--- src/rtl/exmem_pkg.sv ---
// Shared definitions for the EX/MEM pipeline register stage.
// Holds the skid-buffer state encoding and default payload widths.
package exmem_pkg;

    localparam int DEFAULT_DATA_W = 32;
    localparam int DEFAULT_RD_W   = 5;

    typedef enum logic [1:0] {
        EMPTY = 2'd0,
        FULL  = 2'd1,
        SKID  = 2'd2
    } exmem_state_e;

endpackage

--- src/rtl/exmem_stage_pipe_slot.sv ---
// One payload slot of the EX/MEM skid buffer: busC, busB, rd and wen
// registers that update only when load is asserted.
module pipe_slot #(
    parameter int DATA_W = 32,
    parameter int RD_W   = 5
) (
    input  logic              clk,
    input  logic              rst_n,
    input  logic              load,
    input  logic [DATA_W-1:0] d_busC,
    input  logic [DATA_W-1:0] d_busB,
    input  logic [RD_W-1:0]   d_rd,
    input  logic              d_wen,
    output logic [DATA_W-1:0] q_busC,
    output logic [DATA_W-1:0] q_busB,
    output logic [RD_W-1:0]   q_rd,
    output logic              q_wen
);

    logic [DATA_W-1:0] busc_q, busc_d;
    logic [DATA_W-1:0] busb_q, busb_d;
    logic [RD_W-1:0]   rd_q, rd_d;
    logic              wen_q, wen_d;

    always_comb begin
        busc_d = busc_q;
        busb_d = busb_q;
        rd_d   = rd_q;
        wen_d  = wen_q;
        if (load) begin
            busc_d = d_busC;
            busb_d = d_busB;
            rd_d   = d_rd;
            wen_d  = d_wen;
        end
    end

    always_ff @(posedge clk or negedge rst_n) begin
        if (!rst_n) begin
            busc_q <= '0;
            busb_q <= '0;
            rd_q   <= '0;
            wen_q  <= 1'b0;
        end else begin
            busc_q <= busc_d;
            busb_q <= busb_d;
            rd_q   <= rd_d;
            wen_q  <= wen_d;
        end
    end

    assign q_busC = busc_q;
    assign q_busB = busb_q;
    assign q_rd   = rd_q;
    assign q_wen  = wen_q;

endmodule

--- src/rtl/exmem_stage.sv ---
// EX/MEM pipeline register built as a two-entry skid buffer so that
// in_ready can be registered without losing the entry accepted while MEM stalls.
module exmem_stage
    import exmem_pkg::*;
#(
    parameter int DATA_W = DEFAULT_DATA_W,
    parameter int RD_W   = DEFAULT_RD_W,
    parameter int CNT_W  = 16
) (
    input  logic              clk,
    input  logic              rst_n,
    input  logic              flush,
    input  logic              in_valid,
    output logic              in_ready,
    input  logic [DATA_W-1:0] in_busC,
    input  logic [DATA_W-1:0] in_busB,
    input  logic [RD_W-1:0]   in_rd,
    input  logic              in_wen,
    output logic              out_valid,
    input  logic              out_ready,
    output logic [DATA_W-1:0] out_busC,
    output logic [DATA_W-1:0] out_busB,
    output logic [RD_W-1:0]   out_rd,
    output logic              out_wen,
    output logic [CNT_W-1:0]  stall_cnt
);

    exmem_state_e      state_q, state_d;
    logic              in_ready_q, in_ready_d;
    logic [CNT_W-1:0]  stall_q, stall_d;

    logic              xfer_in, xfer_out;
    logic              main_load, skid_load, main_from_skid;
    logic              cap_wen;

    logic [DATA_W-1:0] skid_busC, skid_busB;
    logic [RD_W-1:0]   skid_rd;
    logic              skid_wen;

    logic [DATA_W-1:0] main_in_busC, main_in_busB;
    logic [RD_W-1:0]   main_in_rd;
    logic              main_in_wen;

    assign out_valid = (state_q != EMPTY);
    assign in_ready  = in_ready_q;
    assign xfer_in   = in_valid && in_ready_q;
    assign xfer_out  = out_valid && out_ready;
    // Register 0 is hard-wired; never let a write to it travel downstream.
    assign cap_wen   = in_wen && (in_rd != '0);

    always_comb begin
        state_d        = state_q;
        main_load      = 1'b0;
        skid_load      = 1'b0;
        main_from_skid = 1'b0;
        unique case (state_q)
            EMPTY: begin
                if (xfer_in) begin
                    state_d   = FULL;
                    main_load = 1'b1;
                end
            end
            FULL: begin
                if (xfer_in && xfer_out) begin
                    main_load = 1'b1;
                end else if (xfer_out) begin
                    state_d = EMPTY;
                end else if (xfer_in) begin
                    state_d   = SKID;
                    skid_load = 1'b1;
                end
            end
            SKID: begin
                if (xfer_out) begin
                    state_d        = FULL;
                    main_load      = 1'b1;
                    main_from_skid = 1'b1;
                end
            end
            default: state_d = EMPTY;
        endcase
        // Kill wins over any transfer in the same cycle, including captures.
        if (flush) begin
            state_d   = EMPTY;
            main_load = 1'b0;
            skid_load = 1'b0;
        end
    end

    always_comb begin
        in_ready_d = (state_d != SKID);
        stall_d    = stall_q;
        if (out_valid && !out_ready && (stall_q != {CNT_W{1'b1}})) begin
            stall_d = stall_q + CNT_W'(1);
        end
    end

    always_comb begin
        main_in_busC = in_busC;
        main_in_busB = in_busB;
        main_in_rd   = in_rd;
        main_in_wen  = cap_wen;
        if (main_from_skid) begin
            main_in_busC = skid_busC;
            main_in_busB = skid_busB;
            main_in_rd   = skid_rd;
            main_in_wen  = skid_wen;
        end
    end

    always_ff @(posedge clk or negedge rst_n) begin
        if (!rst_n) begin
            state_q    <= EMPTY;
            in_ready_q <= 1'b1;
            stall_q    <= '0;
        end else begin
            state_q    <= state_d;
            in_ready_q <= in_ready_d;
            stall_q    <= stall_d;
        end
    end

    assign stall_cnt = stall_q;

    pipe_slot #(
        .DATA_W (DATA_W),
        .RD_W   (RD_W)
    ) u_main (
        .clk    (clk),
        .rst_n  (rst_n),
        .load   (main_load),
        .d_busC (main_in_busC),
        .d_busB (main_in_busB),
        .d_rd   (main_in_rd),
        .d_wen  (main_in_wen),
        .q_busC (out_busC),
        .q_busB (out_busB),
        .q_rd   (out_rd),
        .q_wen  (out_wen)
    );

    pipe_slot #(
        .DATA_W (DATA_W),
        .RD_W   (RD_W)
    ) u_skid (
        .clk    (clk),
        .rst_n  (rst_n),
        .load   (skid_load),
        .d_busC (in_busC),
        .d_busB (in_busB),
        .d_rd   (in_rd),
        .d_wen  (cap_wen),
        .q_busC (skid_busC),
        .q_busB (skid_busB),
        .q_rd   (skid_rd),
        .q_wen  (skid_wen)
    );

endmodule

--- config.mk ---
export PLATFORM = sky130hd
export DESIGN_NAME = exmem_stage
export DESIGN_NICKNAME = d
export VERILOG_FILES = /design/src/rtl/exmem_pkg.sv /design/src/rtl/exmem_stage_pipe_slot.sv /design/src/rtl/exmem_stage.sv
export SDC_FILE = /design/constraint.sdc
export NUM_CORES = 1
export LEC_CHECK = 0
export ABC_AREA = 1
export CAP_MARGIN = 30
export CORE_ASPECT_RATIO = 0.7
export CORE_MARGIN = 3
export CORE_UTILIZATION = 34
export DETAILED_ROUTE_END_ITERATION = 16
export DONT_BUFFER_PORTS = 1
export GPL_TIMING_DRIVEN = 0
export SLEW_MARGIN = 20
export SYNTH_ARGS = -nofsm -noshare
export SYNTH_HDL_FRONTEND = slang
export SYNTH_SLANG_ARGS = --single-unit
--- constraint.sdc ---
create_clock -name clk -period 2.8 [get_ports clk]
set_clock_uncertainty 0.05 [all_clocks]
set_input_delay 0.28 -clock clk [delete_from_list [all_inputs] [get_ports clk]]
set_output_delay 0.28 -clock clk [all_outputs]
set_load 0.01 [all_outputs]
==> results of run 1 <==
## what timing repair did
| action | CTS | global route |
|---|---|---|
| endpoints found under the setup margin | 0 | 0 |
| hold endpoints to repair | 234 | 159 |
| gates resized for setup | 0 | 0 |
## layer usage
metal / up-vias / track usage (%) / part of all wire [%]
met3: 21 / 5.83 / 8.5
li1: 3023 / - / -
met5: - / 0 / 0
met4: 0 / 5.23 / 1.2
met1: 2878 / 26.8 / 49
met2: 192 / 25.6 / 41
## state kept, by name, summed over array words and instances (netlist names)
register / count
u_skid.q_busB: 32
state_q: 2
u_main.q_busB: 32
u_main.q_wen: 1
in_ready: 1
u_main.q_busC: 32
u_main.q_rd: 5
u_skid.q_busC: 32
u_skid.q_rd: 5
u_skid.q_wen: 1
stall_cnt: 16
## path summary, 6_finish.rpt
check,startpoint,end,depth (start not counted)
worst max register to register,in_ready,u_main.q_busC[23],7
worst min register to register,u_skid.q_busB[4],u_skid.q_busB[4],2
max in group asynchronous,rst_n,u_skid.q_busB[2],0
worst max-delay path,in_ready,u_main.q_busC[23],7
min in group clk,in_busB[31],u_skid.q_busB[31],2
worst min-delay path,rst_n,u_main.q_busB[9],0
## worst max-delay path, delay by kind of cell, from the launching register on
kind / cells / cell delay [ns]
flip-flops: 1 / 0.58
AO/OA/AOI/OAI: 1 / 0.10
buffers and inverters: 2 / 0.58
AND/OR/NAND/NOR: 4 / 0.56
## report_power, final
part           internal (mW)  switching (mW)
Sequential              2.81           0.415
Combinational          0.357           0.483
Clock                   1.20            1.11
## final cells by class
| type | instances | area (um^2) | share of cell area (%) |
|---|---|---|---|
| antenna | 2 | 5.00 | 0.0570 |
| buffer | 44 | 211 | 2.41 |
| clock buffer | 17 | 425 | 4.85 |
| clock inverter | 15 | 161 | 1.84 |
| inverter | 92 | 345 | 3.93 |
| multi-input combinational | 625 | 2630 | 30.0 |
| sequential | 159 | 3980 | 45.3 |
| tap | 270 | 338 | 3.85 |
| timing repair buffer | 68 | 681 | 7.75 |
## synth_stat cells
| cell | n |
|---|---|
| clkinv_1 | 1 |
| buf_4 | 1 |
| xnor2_1 | 3 |
| o21ai_1 | 4 |
| nor2_1 | 68 |
| nand2_1 | 376 |
| buf_1 | 3 |
| buf_2 | 27 |
| ha_1 | 1 |
| o211ai_1 | 1 |
| nand2_2 | 3 |
| clkbuf_1 | 11 |
| dfstp_2 | 1 |
| nand3b_1 | 1 |
| xor2_1 | 3 |
| buf_6 | 1 |
| nor3_1 | 1 |
| nor3_2 | 1 |
| nor2_2 | 2 |
| o21ai_0 | 93 |
| clkbuf_2 | 1 |
| nand3_2 | 1 |
| nand4_1 | 6 |
| inv_2 | 4 |
| dfrtp_1 | 158 |
| inv_1 | 87 |
| nand3_1 | 13 |
| a21oi_1 | 48 |
## cell families after synthesis
logic type      after synthesis  synth area share [%]
buf+inv                     136                  7.77
simple gates                472                  25.6
xor+xnor                      6                 0.733
compound gates              146                  10.2
fa+ha+maj                     1                 0.175
flops                       159                  55.5
## metrics by stage
step	cell area [um^2]	hold slack, ns	std cells
after global routing	8780	-0.535	1291
after detailed placement	7510	-0.0571	1190
after global placement	7510	-0.0577	1190
final	8780	-0.506	1292
after floorplan	7170	-0.0656	920
after CTS	8770	-0.535	1290
==> flow_summary_export.csv, run 1 <==
group,metric,value,unit
sta,timing.final.crit_period,1.95,ns
sta,grt_setup_unrepaired,"false",
layout,final_net_count,1083,
layout,utilization,43.4,%
clock_network,clock-sinks,159,
clock_network,root_buffer,"clkbuf_16",
clock_network,cts_max_level,4,
placed_design,place_hpwl,13.7,mm
floorplan,initial_utilization,35.4,%
placed_design,portBuffers,0,
drt,drt_iter0_drc,497,
critical_path,slowest_stage,"dfstp_2",
drt,ant_nets,0,
synth,synth_area_per_cell,7.79,um^2
sta,setup_viol,0,
critical_path,worstPathRequired,3.12,ns
critical_path,crit_type,"reg2reg",
clock_network,cts_tree,"built",
layout,layout-drive-gt1-share,7.25,%
sta,finalHoldWorstSlack,-0.506,ns
drt,drtPass1Iterations,5,
critical_path,slowest_delay,0.58,ns
critical_path,cp-start-kind,"register",
floorplan,dieHeight,127,um
global_route,antenna_found_initial,1,
floorplan,num_rows,43,
job,drv_cap,0,
floorplan,dieWidth,180,um
clock_network,path_clk_slew,0.07,ns
clock_network,cts.path.max_buffers,2,
global_route,grt_max_degree,160,
sta,slew_violations,0,
drt,drc,0,
global_route,grt_pass1_wl,33.0,mm
critical_path,worstPathMaxFanout,10,
drt,num_vias,6114,
critical_path,crit_top_cell,"nand2_1",
sta,max_slew.worst_pin.slew,0.586,ns
sta,max_freq,514,MHz
power_and_ir_drop,max-vdd-ir-drop,0.400,mV
layout,fillers,2035,
drt,wl_per_cell,15.9,um
global_route,grt_pass1_vias,5838,
run_status,violations,"negative hold slack",
synth,ys_warn_count,0,
global_route,grt_usage,18.2,%
synth,yosys.cell_types.count,28,
floorplan,dieArea,22900,um^2
min_path,hp-class,"in2async",
layout,layout_commonest_cell,"nand2_1",
layout,syn_to_final_growth,22.5,%
power_and_ir_drop,power,6.38,mW
clock_network,hold_buffers,68,
synth,ys_top_cells_by_area,"dfrtp_1 55%, nand2_1 20%, o21ai_0 6.5%",
placed_design,gp_congestion,0.791,
floorplan,core,20200,um^2
power_and_ir_drop,power.density,727,nW/um^2
sta,setup_ws,0.853,ns
synth,synthesis.area,7170,um^2
synth,synth_nets,996,
placed_design,dp_slack,0.841,ns
sta,finalSetupTns,0,ns
global_route,overflow,0,
synth,yosysSeqAreaShare,55.5,%
drt,via_per_inst,4.73,
sta,relSlewSlack,60.9,%
layout,final_cell_mix,"376 x nand2_1, 158 x dfrtp_1, 93 x o21ai_0",
synth,ys_ff_latch,159,
floorplan,ios,163,
clock_network,clk_latency,0.43,ns
run_status,status,"finished with violations",
critical_path,end_kind,"register",
critical_path,crit_chain,"a21oi_1 > nor2_1 > nand2_2 > inv_2 > clkbuf_1 > nand2_1 > nand2_1",
power_and_ir_drop,p_leak,4.56,nW
clock_network,post_cts_buffers,0,
sta,period_share,69.5,%
synth,yosysTopAreaCell,"dfrtp_1",
critical_path,reg2reg_slack,0.85,ns
critical_path,critical_path_arrival,2.27,ns
synth,synth_top_area_share,55.2,%
sta,hold_viol_final,159,
drt,wirelength,20.6,mm
clock_network,cts_buffers,17,
synth,synth_cells,920,
No activity file was read; power rests on OpenSTA's default activity.
==> run 2: changes to the inputs <==
Clock period 2.8 ns to 1.8 ns, I/O delays scaled along.
==> flow_summary_export.csv, run 2 (synthesis gave the netlist of run 1 again) <==
group,metric,value,unit
critical_path,reg2reg_slack,0.07,ns
power_and_ir_drop,max-vdd-ir-drop,0.623,mV
sta,hold_viol_final,159,
critical_path,end_kind,"register",
power_and_ir_drop,swShare,31.7,%
layout,layout-drive-gt1-share,12.1,%
placed_design,dpl_cell_area,7510,um^2
power_and_ir_drop,seqPwrFrac,50.0,%
global_route,grt_pass1_vias,5784,
sta,max_freq,578,MHz
global_route,grt_max_degree,160,
floorplan,ios,163,
floorplan,core,20200,um^2
critical_path,cp-start-kind,"register",
critical_path,r2r_cells,6,
placed_design,dp_slack,-0.159,ns
floorplan,dieWidth,180,um
power_and_ir_drop,p_leak,4.69,nW
layout,final_cell_mix,"374 x nand2_1, 155 x dfrtp_1, 87 x inv_1, 87 x o21ai_0, 73 x dlygate4sd3_1",
sta,timing.final.crit_period,1.73,ns
run_status,violations,"negative hold slack",
sta,finalHoldWorstSlack,-0.614,ns
floorplan,dieHeight,127,um
layout,regArea,3980,um^2
clock_network,cts_tree,"built",
clock_network,cts.path.max_buffers,2,
drt,via_per_inst,4.64,
sta,max_slew.worst_pin.slew,0.458,ns
clock_network,clk_latency,0.43,ns
floorplan,initial_utilization,35.4,%
critical_path,critical_path_arrival,2.04,ns
global_route,grt_usage,17.8,%
power_and_ir_drop,power.density,1100,nW/um^2
drt,wirelength,20.4,mm
critical_path,worstPathRequired,2.10,ns
min_path,hp-class,"in2async",
drt,wl_per_cell,15.6,um
critical_path,r2r_start,"in_ready",
layout,fin_area,9130,um^2
placed_design,place_hpwl,13.7,mm
job,drv_cap,0,
placed_design,gp_congestion,0.791,
power_and_ir_drop,p_sw,3.19,mW
sta,period_share,96.2,%
power_and_ir_drop,p_comb_share,14.1,%
sta,slew_violations,0,
drt,drc,0,
power_and_ir_drop,power.share.clock,36.0,%
global_route,overflow,0,
layout,final_net_count,1092,
power_and_ir_drop,power,10.1,mW
layout,layout_commonest_cell,"nand2_1",
critical_path,crit_type,"reg2reg",
critical_path,worstPathMaxFanout,10,
clock_network,clock-sinks,159,
drt,num_vias,6058,
layout,syn_to_final_growth,27.3,%
layout,fillers,2001,
clock_network,path_clk_slew,0.08,ns
clock_network,root_buffer,"clkbuf_16",
layout,multi_input_area,2750,um^2
floorplan,dieArea,22900,um^2
sta,relSlewSlack,69.5,%
global_route,antenna_found_initial,1,
clock_network,cts_max_level,4,
drt,ant_nets,0,
sta,setup_ws,0.0688,ns
floorplan,num_rows,43,
placed_design,portBuffers,0,
critical_path,reg2reg_to,"u_skid.q_busC[3]",
clock_network,cts_buffers,17,
power_and_ir_drop,cellInternalPower,6.86,mW
drt,drt_iter0_drc,391,
sta,grt_setup_unrepaired,"true",
global_route,grt_pass1_wl,32.5,mm
sta,setup_viol,0,
clock_network,hold_buffers,74,
run_status,status,"finished with violations",
drt,drtPass1Iterations,5,
## run 2: changes by cell type in the layout (fill, tap and decap cells not counted), moves of 7 or more
cell	delta
buf_2	-13
a21oi_2	+11
buf_6	+7
buf_4	+8
nor2_2	+17
clkbuf_1	-7
nor2_1	-18
a21oi_1	-11
clkbuf_2	+7
## run 2: area by class of cell
cell class	instances	area share (%)
flip-flops and latches	159	43.7
multi-input cells	625	30.2
repair buffers	78	8.79
clock buffers	17	4.66
inverters	92	3.85
well taps	270	3.70
plain buffers	43	3.22
clock inverters	15	1.77
diodes	6	0.165
## run 2: per-stage QoR
step | cells | TNS, ns | util, %
after global placement | 1190 | -3.12 | 37.1
final | 1305 | 0 | 45.1
after global routing | 1300 | -0.454 | 45.0
after floorplan | 920 | 0 | -
after CTS | 1298 | -0.0239 | 43.9
after detailed placement | 1190 | -6.55 | 37.1
## run 2: power by group through the flow
stage               clock, mW  sequential (mW)  combinational (mW)
global route             3.85             5.11                1.66
floorplan                   0             4.93               0.950
global placement            0             5.07                1.14
detailed placement          0             5.08                1.18
finish                   3.62             5.02                1.42
CTS                      3.70             5.03                1.34
## run 2: worst max-delay path by stage
| stage | to | start | cells after the start | slack [ns] |
|---|---|---|---|---|
| 3_3_place_gp | u_main.q_busC[26] | in_ready | 7 | -0.11 |
| 3_5_place_dp | u_main.q_busC[23] | in_ready | 7 | -0.16 |
| 4_1_cts | u_skid.q_busB[31] | in_ready | 7 | -0.02 |
| 2_1_floorplan | stall_cnt[10] | stall_cnt[0] | 9 | 0.21 |
| 6_report | u_skid.q_busC[3] | in_ready | 6 | 0.07 |
| 5_1_grt | u_skid.q_busC[3] | in_ready | 7 | -0.03 |
## run 2: worst max-delay path, stage by stage (launching register included)
cell and delay (ns):
dfstp_2 0.59, nand2_2 0.08, nor3_4 0.22, nand3_4 0.17, clkbuf_16 0.21, buf_4 0.17, a21oi_1 0.17
## run 2: repair_timing
item	in CTS	in global routing
cloned	0	1
resized for setup	10	91
pin swaps	2	4
setup endpoints to repair	109	145
buffers inserted	2	2
hold endpoints to repair	300	159
## run 2: routing by layer
metal	up-vias	GRT usage [%]	share of wire [%]
met2	161	25.3	42
met1	2834	26.1	50
met4	0	5.41	1.4
li1	3041	-	-
met5	-	0	0
met3	22	5.55	6.2
==> run 3: changes to the inputs <==
Settings changed: CORE_UTILIZATION 34 to 63, CTS_CLUSTER_DIAMETER set to 30, PLACE_DENSITY set to 0.79.
==> flow_summary_export.csv, run 3 (synthesis gave the netlist of run 1 again) <==
group,metric,value,unit
sta,period_share,97.8,%
min_path,hp-class,"in2async",
drt,wl_per_cell,17.8,um
job,drv_cap,0,
drt,via_per_inst,5.68,
layout,final_net_count,1090,
power_and_ir_drop,p_comb_share,14.5,%
global_route,overflow,0,
drt,top_layer,"met4",
power_and_ir_drop,seqPwrFrac,49.0,%
placed_design,gp_congestion,0.895,
floorplan,num_rows,31,
sta,setup_viol,0,
floorplan,ios,163,
clock_network,clock-sinks,159,
clock_network,cts.path.max_buffers,2,
layout,layout-drive-gt1-share,9.15,%
clock_network,cts_tree,"built",
sta,hold_viol_final,159,
clock_network,path_clk_slew,0.07,ns
floorplan,dieHeight,95.2,um
layout,fin_cells,1176,
critical_path,worstPathRequired,2.10,ns
layout,final_cell_mix,"374 x nand2_1, 155 x dfrtp_1, 87 x inv_1",
global_route,grt_pass1_wl,33.1,mm
critical_path,crit_type,"reg2reg",
power_and_ir_drop,p_leak,4.63,nW
critical_path,cp-start-kind,"register",
floorplan,dieArea,12700,um^2
global_route,antenna_found_initial,0,
sta,timing.final.crit_period,1.76,ns
floorplan,dieWidth,133,um
power_and_ir_drop,swShare,29.8,%
global_route,grt_pass1_vias,6805,
power_and_ir_drop,max-vdd-ir-drop,0.854,mV
power_and_ir_drop,cellInternalPower,7.25,mW
clock_network,hold_buffers,74,
layout,fillers,656,
layout,layout_commonest_cell,"nand2_1",
power_and_ir_drop,power.density,1170,nW/um^2
layout,regArea,3980,um^2
drt,drtPass1Iterations,6,
run_status,status,"finished with violations",
critical_path,end_kind,"register",
layout,multi_input_area,2710,um^2
clock_network,cts_buffers,17,
sta,slew_violations,0,
floorplan,initial_utilization,67.0,%
global_route,grt_max_degree,160,
sta,max_freq,568,MHz
placed_design,numPlacedInstances,1068,
drt,wl_met1,8.07,mm
drt,wirelength,20.9,mm
clock_network,cts_max_level,4,
clock_network,clk_latency,0.44,ns
critical_path,worstPathMaxFanout,10,
floorplan,core,10700,um^2
placed_design,portBuffers,0,
drt,drc,0,
drt,drt_iter0_drc,673,
run_status,violations,"negative hold slack",
sta,relSlewSlack,66.7,%
clock_network,root_buffer,"clkbuf_16",
drt,num_vias,6677,
drt,dr_wl_met3,2.01,mm
power_and_ir_drop,p_sw,3.08,mW
sta,max_slew.worst_pin.slew,0.499,ns
sta,finalHoldWorstSlack,-0.622,ns
layout,syn_to_final_growth,23.2,%
sta,grt_setup_unrepaired,"true",
drt,ant_nets,0,
critical_path,critical_path_arrival,2.06,ns
power_and_ir_drop,power.share.clock,36.5,%
global_route,grt_usage,33.4,%
placed_design,place_hpwl,12.8,mm
drt,dr_wl_met2,10.3,mm
-- run 3: cell types whose count changed in the layout (fill, tap and decap cells not counted), sizes merged --
cell	delta
clkinv	-2
bufinv	+3
clkbuf	+6
clkinvlp	+2
diode	-5
buf	-4
inv	-7
-- run 3: what timing repair did --
item,CTS,global route
gates cloned,0,1
hold endpoints to repair,293,159
pin swaps,1,1
resized for setup,8,44
buffers inserted,2,0
endpoints found under the setup margin,72,119
-- run 3: metal layers --
layer,track usage [%],vias to the layer above
li1,-,3025
met1,41.0,3180
met2,56.4,417
met3,9.18,55
met4,15.2,0
met5,0,-
-- run 3: final timing paths --
check / cells past startpoint / slack [ns] / to / startpoint
min reg2reg: 2 / 0.44 / u_skid.q_wen / u_skid.q_wen
max in group asynchronous: 0 / 1.96 / in_ready / rst_n
max: 6 / 0.04 / u_skid.q_busC[1] / in_ready
min: 0 / -0.62 / stall_cnt[9] / rst_n
min in group clk: 4 / 0.04 / u_main.q_busC[22] / in_busC[22]
max reg2reg: 6 / 0.04 / u_skid.q_busC[1] / in_ready
-- run 3: layout make-up --
| type | count | share of cell area, % |
|---|---|---|
| inverter | 92 | 3.95 |
| clock buffer | 21 | 5.21 |
| sequential | 159 | 45.1 |
| tap | 148 | 2.10 |
| clock inverter | 11 | 1.74 |
| multi-input combinational | 625 | 30.7 |
| timing repair buffer | 76 | 8.50 |
| buffer | 43 | 2.68 |
| antenna | 1 | 0.0283 |
-- run 3: metrics by stage --
step	setup WS [ns]	util (%)	total power [mW]	TNS [ns]	area (um^2)
floorplan	0.210	-	5.88	0	7170
global placement	-0.0592	68.7	6.15	-0.489	7350
detailed placement	-0.0905	68.7	6.28	-1.28	7350
CTS	0.000312	81.7	10.2	0	8740
global route	-0.0375	82.5	10.7	-0.477	8830
finish	0.0398	82.5	10.3	0	8830
-- run 3: power groups by stage --
stage	clock (mW)	sequential, mW	combinational, mW
floorplan	0	4.93	0.950
global placement	0	5.05	1.10
detailed placement	0	5.08	1.20
CTS	3.76	5.03	1.37
global route	3.92	5.13	1.69
finish	3.77	5.06	1.49
-- run 3: critical path: stages, from the launching register on --
cell and delay, ns:
dfstp_2 0.58, nand2_1 0.10, nor3_4 0.20, nand3_4 0.13
buf_2 0.20, buf_2 0.22, a21oi_1 0.20
